<file path="src/rtl/io_pkg.sv">
`default_nettype none
// +----------------------------------------------------------------------------+
// | Package : io_pkg                                                           |
// | Purpose : Shared types and constants for the serial I/O peripheral.        |
// |           Both the RX and TX state machines use the same 2-bit encoding.   |
// | Ports   : none                                                             |
// | Rev     : 1.0  initial release                                             |
// +----------------------------------------------------------------------------+
package io_pkg;

  typedef enum logic [1:0] {
    IDLE  = 2'd0,
    START = 2'd1,
    DATA  = 2'd2,
    STOP  = 2'd3
  } ser_state_e;

  localparam int DATA_BITS = 8;

endpackage : io_pkg
`default_nettype wire

</file>
<file path="src/rtl/io_serial_port_if.sv">
`default_nettype none
// +----------------------------------------------------------------------------+
// | Interface : io_serial_port_if                                              |
// | Purpose   : Bundles the serial line and the controller-side flag           |
// |             handshake of the serial I/O peripheral.                        |
// | Signals   : rx, tx            - serial line in / out                       |
// |             INPR, FGI, fgi_clr - input byte, input flag, flag clear        |
// |             OUTR, outr_ld, FGO - output byte, load strobe, output flag     |
// |             overrun, framing_err - receive error status                    |
// | Modports  : master (controller/line side), slave (peripheral side)         |
// | Rev       : 1.0  initial release                                           |
// +----------------------------------------------------------------------------+
interface io_serial_port_if;
  import io_pkg::*;

  logic                 rx;
  logic                 tx;
  logic [DATA_BITS-1:0] INPR;
  logic                 FGI;
  logic                 fgi_clr;
  logic [DATA_BITS-1:0] OUTR;
  logic                 outr_ld;
  logic                 FGO;
  logic                 overrun;
  logic                 framing_err;

  modport master (
    output rx, fgi_clr, OUTR, outr_ld,
    input  tx, INPR, FGI, FGO, overrun, framing_err
  );

  modport slave (
    input  rx, fgi_clr, OUTR, outr_ld,
    output tx, INPR, FGI, FGO, overrun, framing_err
  );

endinterface : io_serial_port_if
`default_nettype wire

</file>
<file path="src/rtl/io_serial_port_tx.sv">
`default_nettype none
// +----------------------------------------------------------------------------+
// | Module  : serial_tx                                                        |
// | Purpose : 8N1 serialiser. Latches a byte when ready, shifts it out LSB     |
// |           first and reports readiness on the output flag.                  |
// | Ports   : clock, reset - clock and synchronous active-high reset           |
// |           outr_i       - byte to transmit                                  |
// |           outr_ld_i    - start request (ignored while busy)                |
// |           tx_o         - registered serial output, idle high               |
// |           fgo_o        - registered ready flag                             |
// | Rev     : 1.0  initial release                                             |
// +----------------------------------------------------------------------------+
module serial_tx
  import io_pkg::*;
#(
  parameter int CLKS_PER_BIT = 16
) (
  input  logic                 clock,
  input  logic                 reset,
  input  logic [DATA_BITS-1:0] outr_i,
  input  logic                 outr_ld_i,
  output logic                 tx_o,
  output logic                 fgo_o
);

  localparam int            TW   = $clog2(CLKS_PER_BIT);
  localparam logic [TW-1:0] LAST = TW'(CLKS_PER_BIT - 1);

  ser_state_e           state_q, state_d;
  logic [TW-1:0]        cnt_q, cnt_d;
  logic [2:0]           bit_q, bit_d;
  logic [DATA_BITS-1:0] shift_q, shift_d;
  logic                 tx_q, tx_d;
  logic                 fgo_q, fgo_d;
  logic                 tick;

  assign tick = (cnt_q == LAST);

  always_ff @(posedge clock) begin
    if (reset) begin
      state_q <= IDLE;
      cnt_q   <= '0;
      bit_q   <= '0;
      shift_q <= '0;
      tx_q    <= 1'b1;
      fgo_q   <= 1'b1;
    end else begin
      state_q <= state_d;
      cnt_q   <= cnt_d;
      bit_q   <= bit_d;
      shift_q <= shift_d;
      tx_q    <= tx_d;
      fgo_q   <= fgo_d;
    end
  end

  // tx_d is always the value for the *next* bit period, so tx stays a
  // registered output that changes exactly on bit boundaries.
  always_comb begin
    state_d = state_q;
    cnt_d   = tick ? '0 : cnt_q + 1'b1;
    bit_d   = bit_q;
    shift_d = shift_q;
    tx_d    = tx_q;
    fgo_d   = fgo_q;
    unique case (state_q)
      IDLE: begin
        cnt_d = '0;
        if (outr_ld_i && fgo_q) begin
          shift_d = outr_i;
          fgo_d   = 1'b0;
          tx_d    = 1'b0;
          state_d = START;
        end
      end
      START: begin
        if (tick) begin
          state_d = DATA;
          bit_d   = '0;
          tx_d    = shift_q[0];
        end
      end
      DATA: begin
        if (tick) begin
          if (bit_q == 3'(DATA_BITS - 1)) begin
            state_d = STOP;
            tx_d    = 1'b1;
          end else begin
            bit_d   = bit_q + 3'd1;
            shift_d = shift_q >> 1;
            tx_d    = shift_q[1];
          end
        end
      end
      STOP: begin
        if (tick) begin
          state_d = IDLE;
          fgo_d   = 1'b1;
        end
      end
      default: state_d = IDLE;
    endcase
  end

  assign tx_o  = tx_q;
  assign fgo_o = fgo_q;

endmodule : serial_tx
`default_nettype wire

</file>
<file path="src/rtl/register.sv">
`default_nettype none
// +----------------------------------------------------------------------------+
// | Module  : register                                                         |
// | Purpose : Load-only parallel register with synchronous clear on reset.     |
// | Ports   : clock, reset - clock and synchronous active-high reset           |
// |           ld_i         - load enable                                       |
// |           d_i / q_o    - data in / registered data out                     |
// | Rev     : 1.0  initial release                                             |
// +----------------------------------------------------------------------------+
module register #(
  parameter int WIDTH = 8
) (
  input  logic             clock,
  input  logic             reset,
  input  logic             ld_i,
  input  logic [WIDTH-1:0] d_i,
  output logic [WIDTH-1:0] q_o
);

  always_ff @(posedge clock) begin
    if (reset) begin
      q_o <= '0;
    end else if (ld_i) begin
      q_o <= d_i;
    end
  end

endmodule : register
`default_nettype wire

</file>
<file path="src/rtl/io_serial_port.sv">
`default_nettype none
// +----------------------------------------------------------------------------+
// | Module  : io_serial_port                                                   |
// | Purpose : Serial I/O peripheral for the basic computer. Receives 8N1       |
// |           frames into INPR and raises FGI; transmits OUTR and reports      |
// |           readiness on FGO. Flags overrun and framing errors.              |
// | Ports   : clock, reset - clock and synchronous active-high reset           |
// |           bus (slave)  - rx/tx line, INPR/FGI/fgi_clr, OUTR/outr_ld/FGO,   |
// |                          overrun, framing_err                              |
// | Rev     : 1.0  initial release                                             |
// +----------------------------------------------------------------------------+
module io_serial_port
  import io_pkg::*;
#(
  parameter int CLKS_PER_BIT = 16
) (
  input  logic            clock,
  input  logic            reset,
  io_serial_port_if.slave bus
);

  localparam int            TW        = $clog2(CLKS_PER_BIT);
  localparam logic [TW-1:0] LAST      = TW'(CLKS_PER_BIT - 1);
  localparam logic [TW-1:0] HALF_LAST = TW'(CLKS_PER_BIT / 2 - 1);

  // Two-flop synchroniser; both stages reset to the idle level so that
  // leaving reset never looks like a start bit.
  logic rx_meta_q, rxs_q;

  ser_state_e           state_q, state_d;
  logic [TW-1:0]        cnt_q, cnt_d;
  logic [2:0]           bit_q, bit_d;
  logic [DATA_BITS-1:0] shift_q, shift_d;
  logic                 fgi_q, fgi_d;
  logic                 ovr_q, ovr_d;
  logic                 fe_q, fe_d;
  logic                 stop_good, stop_bad;
  logic                 inpr_ld;
  logic [DATA_BITS-1:0] inpr;

  always_ff @(posedge clock) begin
    if (reset) begin
      rx_meta_q <= 1'b1;
      rxs_q     <= 1'b1;
      state_q   <= IDLE;
      cnt_q     <= '0;
      bit_q     <= '0;
      shift_q   <= '0;
      fgi_q     <= 1'b0;
      ovr_q     <= 1'b0;
      fe_q      <= 1'b0;
    end else begin
      rx_meta_q <= bus.rx;
      rxs_q     <= rx_meta_q;
      state_q   <= state_d;
      cnt_q     <= cnt_d;
      bit_q     <= bit_d;
      shift_q   <= shift_d;
      fgi_q     <= fgi_d;
      ovr_q     <= ovr_d;
      fe_q      <= fe_d;
    end
  end

  // Receive state machine: start bit checked at its midpoint, then every
  // following bit sampled one full bit period later.
  always_comb begin
    state_d   = state_q;
    cnt_d     = cnt_q + 1'b1;
    bit_d     = bit_q;
    shift_d   = shift_q;
    stop_good = 1'b0;
    stop_bad  = 1'b0;
    unique case (state_q)
      IDLE: begin
        cnt_d = '0;
        if (!rxs_q) begin
          state_d = START;
          bit_d   = '0;
        end
      end
      START: begin
        if (cnt_q == HALF_LAST) begin
          cnt_d   = '0;
          bit_d   = '0;
          state_d = rxs_q ? IDLE : DATA;
        end
      end
      DATA: begin
        if (cnt_q == LAST) begin
          cnt_d   = '0;
          shift_d = {rxs_q, shift_q[DATA_BITS-1:1]};
          if (bit_q == 3'(DATA_BITS - 1)) begin
            state_d = STOP;
          end else begin
            bit_d = bit_q + 3'd1;
          end
        end
      end
      STOP: begin
        if (cnt_q == LAST) begin
          cnt_d     = '0;
          state_d   = IDLE;
          stop_good = rxs_q;
          stop_bad  = !rxs_q;
        end
      end
      default: state_d = IDLE;
    endcase
  end

  // A clear arriving with a good stop bit is applied first, so the new byte
  // is accepted rather than counted as lost.
  always_comb begin
    inpr_ld = stop_good && (!fgi_q || bus.fgi_clr);
    fgi_d   = fgi_q;
    ovr_d   = ovr_q;
    fe_d    = stop_bad;
    if (bus.fgi_clr) begin
      fgi_d = 1'b0;
      ovr_d = 1'b0;
    end
    if (stop_good) begin
      fgi_d = 1'b1;
      if (fgi_q && !bus.fgi_clr) begin
        ovr_d = 1'b1;
      end
    end
  end

  register #(
    .WIDTH (DATA_BITS)
  ) u_inpr (
    .clock (clock),
    .reset (reset),
    .ld_i  (inpr_ld),
    .d_i   (shift_q),
    .q_o   (inpr)
  );

  serial_tx #(
    .CLKS_PER_BIT (CLKS_PER_BIT)
  ) u_tx (
    .clock     (clock),
    .reset     (reset),
    .outr_i    (bus.OUTR),
    .outr_ld_i (bus.outr_ld),
    .tx_o      (bus.tx),
    .fgo_o     (bus.FGO)
  );

  assign bus.INPR        = inpr;
  assign bus.FGI         = fgi_q;
  assign bus.overrun     = ovr_q;
  assign bus.framing_err = fe_q;

endmodule : io_serial_port
`default_nettype wire

</file>
<file path="src/flat_wrapper.sv">
// flat-port wrapper written by rule: the top's interface ports become plain ports
module io_serial_port_flat import io_pkg::*;
#(
  parameter int CLKS_PER_BIT = 16
)
  (clock, reset, bus_rx, bus_fgi_clr, bus_OUTR, bus_outr_ld, bus_tx, bus_INPR, bus_FGI, bus_FGO, bus_overrun, bus_framing_err);
  io_serial_port_if bus_i ();
  input  logic clock;
  input  logic reset;
  input wire logic [$bits(bus_i.rx)-1:0] bus_rx;
  input wire logic [$bits(bus_i.fgi_clr)-1:0] bus_fgi_clr;
  input wire logic [$bits(bus_i.OUTR)-1:0] bus_OUTR;
  input wire logic [$bits(bus_i.outr_ld)-1:0] bus_outr_ld;
  output wire logic [$bits(bus_i.tx)-1:0] bus_tx;
  output wire logic [$bits(bus_i.INPR)-1:0] bus_INPR;
  output wire logic [$bits(bus_i.FGI)-1:0] bus_FGI;
  output wire logic [$bits(bus_i.FGO)-1:0] bus_FGO;
  output wire logic [$bits(bus_i.overrun)-1:0] bus_overrun;
  output wire logic [$bits(bus_i.framing_err)-1:0] bus_framing_err;
  assign bus_i.rx = bus_rx;
  assign bus_i.fgi_clr = bus_fgi_clr;
  assign bus_i.OUTR = bus_OUTR;
  assign bus_i.outr_ld = bus_outr_ld;
  assign bus_tx = bus_i.tx;
  assign bus_INPR = bus_i.INPR;
  assign bus_FGI = bus_i.FGI;
  assign bus_FGO = bus_i.FGO;
  assign bus_overrun = bus_i.overrun;
  assign bus_framing_err = bus_i.framing_err;
  io_serial_port #(.CLKS_PER_BIT(CLKS_PER_BIT)) u_core (.clock(clock), .reset(reset), .bus(bus_i));
endmodule
</file>
<file path="config.mk">
export PLATFORM = sky130hd
export DESIGN_NAME = io_serial_port_flat
export DESIGN_NICKNAME = d
export VERILOG_FILES = /design/src/rtl/io_pkg.sv /design/src/rtl/io_serial_port_if.sv /design/src/rtl/io_serial_port_tx.sv /design/src/rtl/register.sv /design/src/rtl/io_serial_port.sv /design/src/flat_wrapper.sv
export SDC_FILE = /design/constraint.sdc
export NUM_CORES = 1
export LEC_CHECK = 0
export CAP_MARGIN = 10
export CORE_ASPECT_RATIO = 0.9
export CORE_UTILIZATION = 50
export CTS_BUF_LIST = sky130_fd_sc_hd__clkbuf_16
export CTS_CLUSTER_SIZE = 10
export DETAILED_ROUTE_END_ITERATION = 10
export GPL_TIMING_DRIVEN = 0
export PLACE_DENSITY = 0.85
export SYNTH_ARGS = -nofsm -noshare
export SYNTH_HDL_FRONTEND = slang
export SYNTH_SLANG_ARGS = --single-unit
</file>
<file path="constraint.sdc">
create_clock -name clock -period 5.9 [get_ports clock]
set_clock_uncertainty 0.15 [all_clocks]
set_input_delay 0.885 -clock clock [delete_from_list [all_inputs] [get_ports clock]]
set_output_delay 0.885 -clock clock [all_outputs]
set_load 0.05 [all_outputs]
</file>
# After elaboration in Yosys (flattened, before gate mapping)
# Index checks and enable logic that the tools add are counted.
# word_totals
regBits	49
in_bits	13
out_inout_bits	13
wordCells	114
# op_classes
n_addsub	4
n_eq_ne	23
muxes	43
n_bitwise	2
reduce_logical	26
# op_table
op	count
$mux 8	3
$mux 2	11
$mux 3	7
$ne 2x2->1 const B	8
$pmux 2 s4	2
$pmux 8 s2	1
$reduce_and 5->1	3
$mux 1	12
$pmux 4 s3	1
$reduce_and 4->1	3
$pmux 3 s3	1
$add 4x1->4 const B	2
$eq 2x2->1 const B	4
$eq 4x4->1 const B	2
$mux 4	2
$ne 2x1->1 const B	4
$reduce_bool 2->1	4
$add 3x1->3 const B	2
$eq 3x3->1 const B	2
$pmux 3 s2	1
$reduce_bool 3->1	2
$reduce_or 3->1	2
$eq 2x1->1 const B	2
$eq 4x3->1 const B	1
other kinds (10)	16

# Longest topological paths before layout
# Gate-level depths: netlist of the first run.
# depth
word_depth	4
ltp_mapped	8
depth_no_buf	6

# Hierarchy
# A second synthesis of the first run with hierarchy kept.
# unflattened
hier_cells	238
area_unflattened_um2	2259.7
# modules_own_cells
module	n_inst	cells_per_inst	area_per_inst_um2	seq_area_each_um2
serial_tx	1	106	1018.5	380.4
io_serial_port	1	106	955.9	440.4
register	1	26	285.3	160.2

# Least setup slack after synthesis of the first run
# No wires, ideal clock.
# synth_timing
kind	input to register
start	input port bus_outr_ld
end	register u_core.u_tx.shift_q[4]
setup_ps	79
t_arrival_ps	1812
required_time_ps	5671
path_slack_ps	3858
cell_stages	5
path_buffers	1
cell_sequence	a21boi_1 -> a2111oi_4 -> buf_6 -> nor2_1 -> a211oi_2
# synth_between
elab_chain_len	3
# synth_lines
item	line	rtl
from (decl)	flat_wrapper.sv:13	input wire logic [$bits(bus_i.outr_ld)-1:0] bus_outr_ld;
$logic_and 1x1->1	io_serial_port_tx.sv:69	if (outr_ld_i && fgo_q) begin
$ne 2x2->1 (no source line)	n/a	
$reduce_and 4->1 (no source line)	n/a	
to (signal assigned)	io_serial_port_tx.sv:51	shift_q <= shift_d;
to (decl)	io_serial_port_tx.sv:32	logic [DATA_BITS-1:0] shift_q, shift_d;
# Every way passes these cells.
# A chain may end at the register's enable or synchronous reset.

# Final worst setup path of the first run
# layout_timing
start	register u_core.u_tx.fgo_q (netlist: u_core.u_tx.fgo_o)
end	output port bus_FGO
# layout_lines
item	line	rtl
from (decl)	io_serial_port_tx.sv:34	logic fgo_q, fgo_d;
from (signal assigned)	io_serial_port_tx.sv:53	fgo_q <= fgo_d;
to (decl)	flat_wrapper.sv:17	output wire logic [$bits(bus_i.FGO)-1:0] bus_FGO;
# No word-level cell between the ends.

==> results.toml, run 1 <==
[status]
status = "completed"

[global_route]
grt_pass1_wl_um = 7040
grt_overflow = 0
track_usage_pct = 19.7
grt_pass1_vias = 1598
grt_max_degree = 16
grt_antenna_before_repair = 0

[yosys]
yosysUniqueCellTypes = 42
synth-async-reset-ratio_pct = 0
yosys.area.top_type = "dfxtp_1"
ys_ff_latch = 49
synth_area_leaders = "dfxtp_1 45%, mux2i_1 11%, nor2_1 6.8%"
synth_nets = 251
ys_warn_count = 0
ys_seq_area_share_pct = 44.6
synth_top_area_share_pct = 44.6
synth_edf_count = 0
synthCells = 228
synth_top_flop_cell = "dfxtp_1"
syn_area_per_cell_um2 = 9.65
syn_area_um2 = 2200

[detailed_routing]
ant_nets = 0
drt_iter0_drc = 84
drc = 0
dr.max_layer_used = "met4"
drt-met1-wl_um = 2020
viasPerCell = 5.24
drt_pass1_iterations = 4
routedWlPerCell_um = 13.0
wirelength_um = 4170
wl_met2_um = 1940
vias = 1682
wl_met3_um = 137

[floorplanning]
rows = 22
die_w_um = 71.9
num_io_pins = 26
start_util_pct = 53.0
die_h_um = 64.9
core_area_um2 = 4160
dieArea_um2 = 4670

[setup_path]
crit_fanout = 4
slowest_delay_ns = 0.82
cp.arrival_ns = 1.48
rrSetupSlack_ns = 3.67
criticalPathCategory = "flop to output port"
crit_chain = "clkdlybuf4s50_1"
path_buf_inv = 1
cp.required_ns = 4.87
path_delay_family = "buffers and inverters"
start_kind = "flop"
cpMaxStageDelayCell = "clkdlybuf4s50_1"
worstSetupEndpointType = "output port"

[power_and_ir_drop]
power.density_nw_per_um2 = 353
vdd_ir_drop_max_v = 0.000414
clkPwrFrac_pct = 29.3
leakagePower_uw = 0.000968
p_sw_share_pct = 31.9
pwr-share-seq_pct = 41.0
combinationalPowerShare_pct = 29.6
power.switching_uw = 300
intPower_uw = 642

[clock_network]
cts_resized = 0
cts_tree = "done"
cts.sinks = 49
clk_pin_slew_ns = 0.06
clockRootBuffer = "clkbuf_16"
cts_buffer_depth = 2
h-tree-depth = 2
cts_setup_buffers = 0
ctsHoldBuffers = 0
cts_buffers = 5
clk_latency_ns = 0.29

[finish]
multi_input_area_um2 = 1150
syn_to_final_growth_pct = 21.3
layoutNonFillerInstCount = 321
layout.nets = 283
drive_above_1_share_pct = 10.7
antenna_cells = 0
final-seq-area_um2 = 981
fillers = 343

[timing]
hold_viol = 0
timing.final.crit_share_pct = 42.6
whs_ns = 0.263
setup_viol = 0
tightest_slew_ns = 0.558
max_slew_margin_pct = 62.7
rsz0062_at_grt = "false"
slew_violations = 0
finalCriticalPeriod_ns = 2.51
setup_tns_ns = 0
fmax_ghz = 0.398

[placed_design]
dp_cells = 313
hpwl_um = 2930
gp_congestion = 0.822
portBuffers = 25

[worst_hold_path]
hold_class = "flop to flop"

[run]
cap_violations = 0
path summary, 6_finish.rpt:
kind,cells after the start,to,startpoint
max,1,bus_FGO,u_core.u_tx.fgo_o$_SDFFE_PP1P_
min,1,u_core.rxs_q$_SDFF_PP1_,u_core.rx_meta_q$_SDFF_PP1_
max reg2reg,8,u_core.u_tx.shift_q[6]$_SDFFE_PP0P_,u_core.u_tx.state_q[0]$_SDFFE_PP0P_
min reg2reg,1,u_core.rxs_q$_SDFF_PP1_,u_core.rx_meta_q$_SDFF_PP1_
cell usage after synthesis, types with 4 or more instances:
library cell	n
nor2_1	40
clkbuf_1	5
a21oi_1	12
dfxtp_1	49
inv_1	4
xnor2_1	4
nand2_1	10
nor4b_1	4
nand3_1	4
mux2i_1	24
buf_2	5
a31oi_1	4
a211oi_1	7
ha_1	10
placed cells by master (no fill, tap or decap), types with 2 or more instances in the layout:
cell and instances:
a31oi_1 4, clkbuf_16 5, a21oi_1 12, nand4_1 3
nand2b_1 2, and3_1 2, a211oi_2 3, and2_1 2
ha_1 10, inv_1 4, nor4b_1 4, clkdlybuf4s50_1 25
o21ai_0 3, or2_2 3, nor2b_1 3, nand2_1 10
buf_2 5, a211oi_1 7, mux2i_1 24, xnor2_1 4
dfxtp_1 49, nand3_1 4, nor2_1 40, o21bai_1 3
nor3_1 3, nand3_2 2, clkbuf_1 5
cell type report:
type	count	share of cell area, %
Buffer	11	2.06
Clock buffer	5	4.69
Clock inverter	3	0.656
Inverter	4	0.563
Multi-Input combinational cell	164	43.1
Sequential cell	49	36.8
Tap cell	60	2.81
Timing Repair Buffer	25	9.38
registers in the layout (all words and copies together), names as in the netlist, 2 cells and up, named ones only:
signal	cells
u_core.bit_q	3
u_core.u_tx.shift_q	8
u_core.cnt_q	4
u_core.u_tx.cnt_q	4
u_core.u_inpr.q_o	8
u_core.u_tx.state_q	2
u_core.shift_q	8
u_core.u_tx.bit_q	3
power by group through the flow:
| stage | clock [µW] | sequential, µW | combinational (µW) |
|---|---|---|---|
| after floorplan | 0 | 403 | 210 |
| after global placement | 0 | 391 | 270 |
| after detailed placement | 0 | 393 | 279 |
| after CTS | 283 | 386 | 280 |
| after global routing | 296 | 390 | 309 |
| final | 276 | 386 | 279 |
metrics by stage:
stage	utilization, %	instance area [µm²]	power (µW)	setup WS [ns]
2_1_floorplan	-	2200	613	3.86
3_3_place_gp	60.8	2530	661	3.25
3_5_place_dp	60.8	2530	672	3.20
4_1_cts	64.2	2670	948	3.38
5_1_grt	64.2	2670	995	3.32
6_report	64.2	2670	942	3.39
per-layer routing:
layer | GRT usage, % | up-vias
met5 | 0 | -
met4 | 8.82 | 0
met3 | 5.44 | 8
met2 | 31.5 | 23
met1 | 24.7 | 783
li1 | - | 868
cells by family after synthesis:
logic type	synth area share, %
xor gates and xnor gates	1.59
DFF	44.6
adders and majority gates	5.69
and+or+nand+nor	21.3
buffers and inverters	3.18
muxes	10.9
AOI/OAI and AO/OA	12.8
No activity file was read; power rests on OpenSTA's default activity.
==> inputs of run 2 (changes only) <==
--- a/config.mk
+++ b/config.mk
@@ -7,12 +7,12 @@
 export LEC_CHECK = 0
 export CAP_MARGIN = 10
 export CORE_ASPECT_RATIO = 0.9
-export CORE_UTILIZATION = 50
+export CORE_UTILIZATION = 49
 export CTS_BUF_LIST = sky130_fd_sc_hd__clkbuf_16
 export CTS_CLUSTER_SIZE = 10
 export DETAILED_ROUTE_END_ITERATION = 10
 export GPL_TIMING_DRIVEN = 0
-export PLACE_DENSITY = 0.85
+export PLACE_DENSITY = 0.86
 export SYNTH_ARGS = -nofsm -noshare
 export SYNTH_HDL_FRONTEND = slang
 export SYNTH_SLANG_ARGS = --single-unit
==> constraint.sdc (replaced) <==
create_clock -name clock -period 2.25 [get_ports clock]
set_clock_uncertainty 0.15 [all_clocks]
set_input_delay 0.3375 -clock clock [delete_from_list [all_inputs] [get_ports clock]]
set_output_delay 0.3375 -clock clock [all_outputs]
set_load 0.05 [all_outputs]
==> run 2 against run 1 <==
  * Worst setup slack lost 3.3 ns
  * Power grew to 2.7 times the previous value
  * Flip-flop and latch count is the same
  * Non-clock buffer count grew 1
  * First-iteration DRC count shrank 31%
  * Final area grew 0.42%
  * Global-route usage is essentially flat
  * Sequential power grew to 2.6 times the previous value
  * Worst hold slack lost 0.0037 ns
  * Critical path depth grew 8
  * Register-to-register slack lost 3.6 ns
  * Sequential share of layout area shrank 0.15 points
==> results.toml, run 2 (synthesis results as in run 1) <==
[global_route]
use_met2_pct = 32.5
grt_overflow = 0
use_met3_pct = 3.68
grt_busiest_layer = "met2"
grt_pass1_wl_um = 7090
met1_usage_pct = 23.9
grt_pass1_vias = 1644
track_usage_pct = 19.7
grt_antenna_before_repair = 0
grt_max_degree = 17

[setup_path]
criticalPathCategory = "flop to flop"
worstSetupEndpointType = "flop"
start_kind = "flop"
cp.arrival_ns = 2.21
cp.required_ns = 2.31
crit_fanout = 10

[run]
cap_violations = 0

[status]
status = "completed"

[placed_design]
hpwl_um = 2920
dp_cells = 313
post-place-ws_ns = 0.0690
gp_congestion = 0.811
portBuffers = 25

[power_and_ir_drop]
power.density_nw_per_um2 = 941
vdd_ir_drop_max_v = 0.000776
leakagePower_uw = 0.000973
total_power_uw = 2520

[timing]
slew_violations = 0
timing.final.crit_share_pct = 95.4
setup_tns_ns = 0
finalCriticalPeriod_ns = 2.15
fmax_ghz = 0.466
worst_slack_ns = 0.105
setup_viol = 0
max_slew_margin_pct = 62.2
tightest_slew_ns = 0.565
hold_viol = 0

[floorplanning]
dieArea_um2 = 4760
die_h_um = 65.6
num_io_pins = 26
rows = 22
die_w_um = 72.6
start_util_pct = 52.6
core_area_um2 = 4180

[clock_network]
cts_buffers = 5
cts_setup_buffers = 0
clockRootBuffer = "clkbuf_16"
h-tree-depth = 2
cts_tree = "done"
ctsHoldBuffers = 0
clk_latency_ns = 0.29
cts.sinks = 49
cts_resized = 0
cts_buffer_depth = 2
clk_pin_slew_ns = 0.07

[finish]
layoutNonFillerInstCount = 322
syn_to_final_growth_pct = 21.8
fillers = 363
antenna_cells = 0
mostFrequentLayoutCells = "49 x dfxtp_1, 40 x nor2_1, 25 x clkdlybuf4s50_1"
layout.nets = 284
largestRegisters = "u_core.shift_q x8, u_core.u_inpr.q_o x8, u_core.u_tx.shift_q x8"
final_common_cell = "dfxtp_1"
drive_above_1_share_pct = 11.5

[detailed_routing]
vias = 1727
drt_iter0_drc = 58
routedWlPerCell_um = 13.4
viasPerCell = 5.36
drc = 0
wirelength_um = 4300
ant_nets = 0
drt_pass1_iterations = 4

[worst_hold_path]
hold_class = "flop to flop"
[run 2: path summary, 6_finish.rpt]
kind	from	endpoint	slack, ns	cells after the start
worst min-delay path	u_core.rx_meta_q$_SDFF_PP1_	u_core.rxs_q$_SDFF_PP1_	0.26	1
worst max-delay path	u_core.u_tx.state_q[0]$_SDFFE_PP0P_	u_core.u_tx.shift_q[6]$_SDFFE_PP0P_	0.10	9
worst min register to register	u_core.rx_meta_q$_SDFF_PP1_	u_core.rxs_q$_SDFF_PP1_	0.26	1
worst max register to register	u_core.u_tx.state_q[0]$_SDFFE_PP0P_	u_core.u_tx.shift_q[6]$_SDFFE_PP0P_	0.10	9
[run 2: cell type report]
cell class | count | area [µm²] | area share [%]
Sequential cell | 49 | 981 | 36.6
Clock buffer | 5 | 125 | 4.67
Inverter | 4 | 15.0 | 0.560
Tap cell | 60 | 75.1 | 2.80
Timing Repair Buffer | 26 | 258 | 9.62
Clock inverter | 3 | 21.3 | 0.794
Buffer | 11 | 55.1 | 2.05
Multi-Input combinational cell | 164 | 1150 | 42.9
[run 2: where the power goes]
part           switching [µW]  internal (µW)  total (µW)
clock network             326            414         740
registers                59.6            954        1010
logic                     429            339         768
[run 2: per-layer routing]
| metal | vias to the layer above | routed length (µm) |
|---|---|---|
| met5 | - | 0 |
| met4 | 0 | 101 |
| met3 | 7 | 156 |
| met2 | 32 | 1900 |
| met1 | 815 | 2140 |
| li1 | 873 | - |
[run 2: critical path: stages, from the launching register on]
cell       delay [ns]
dfxtp_1          0.39
inv_1            0.09
ha_1             0.19
buf_2            0.17
nand2b_4         0.16
a2111oi_4        0.34
buf_4            0.20
buf_6            0.15
nor2_1           0.06
a211oi_2         0.18
[run 2: metrics by stage]
step	hold slack (ns)	area, µm²	util, %
2_1_floorplan	0.239	2200	-
3_3_place_gp	0.244	2530	60.4
3_5_place_dp	0.245	2530	60.4
4_1_cts	0.259	2670	63.9
5_1_grt	0.296	2680	64.1
6_report	0.259	2680	64.1
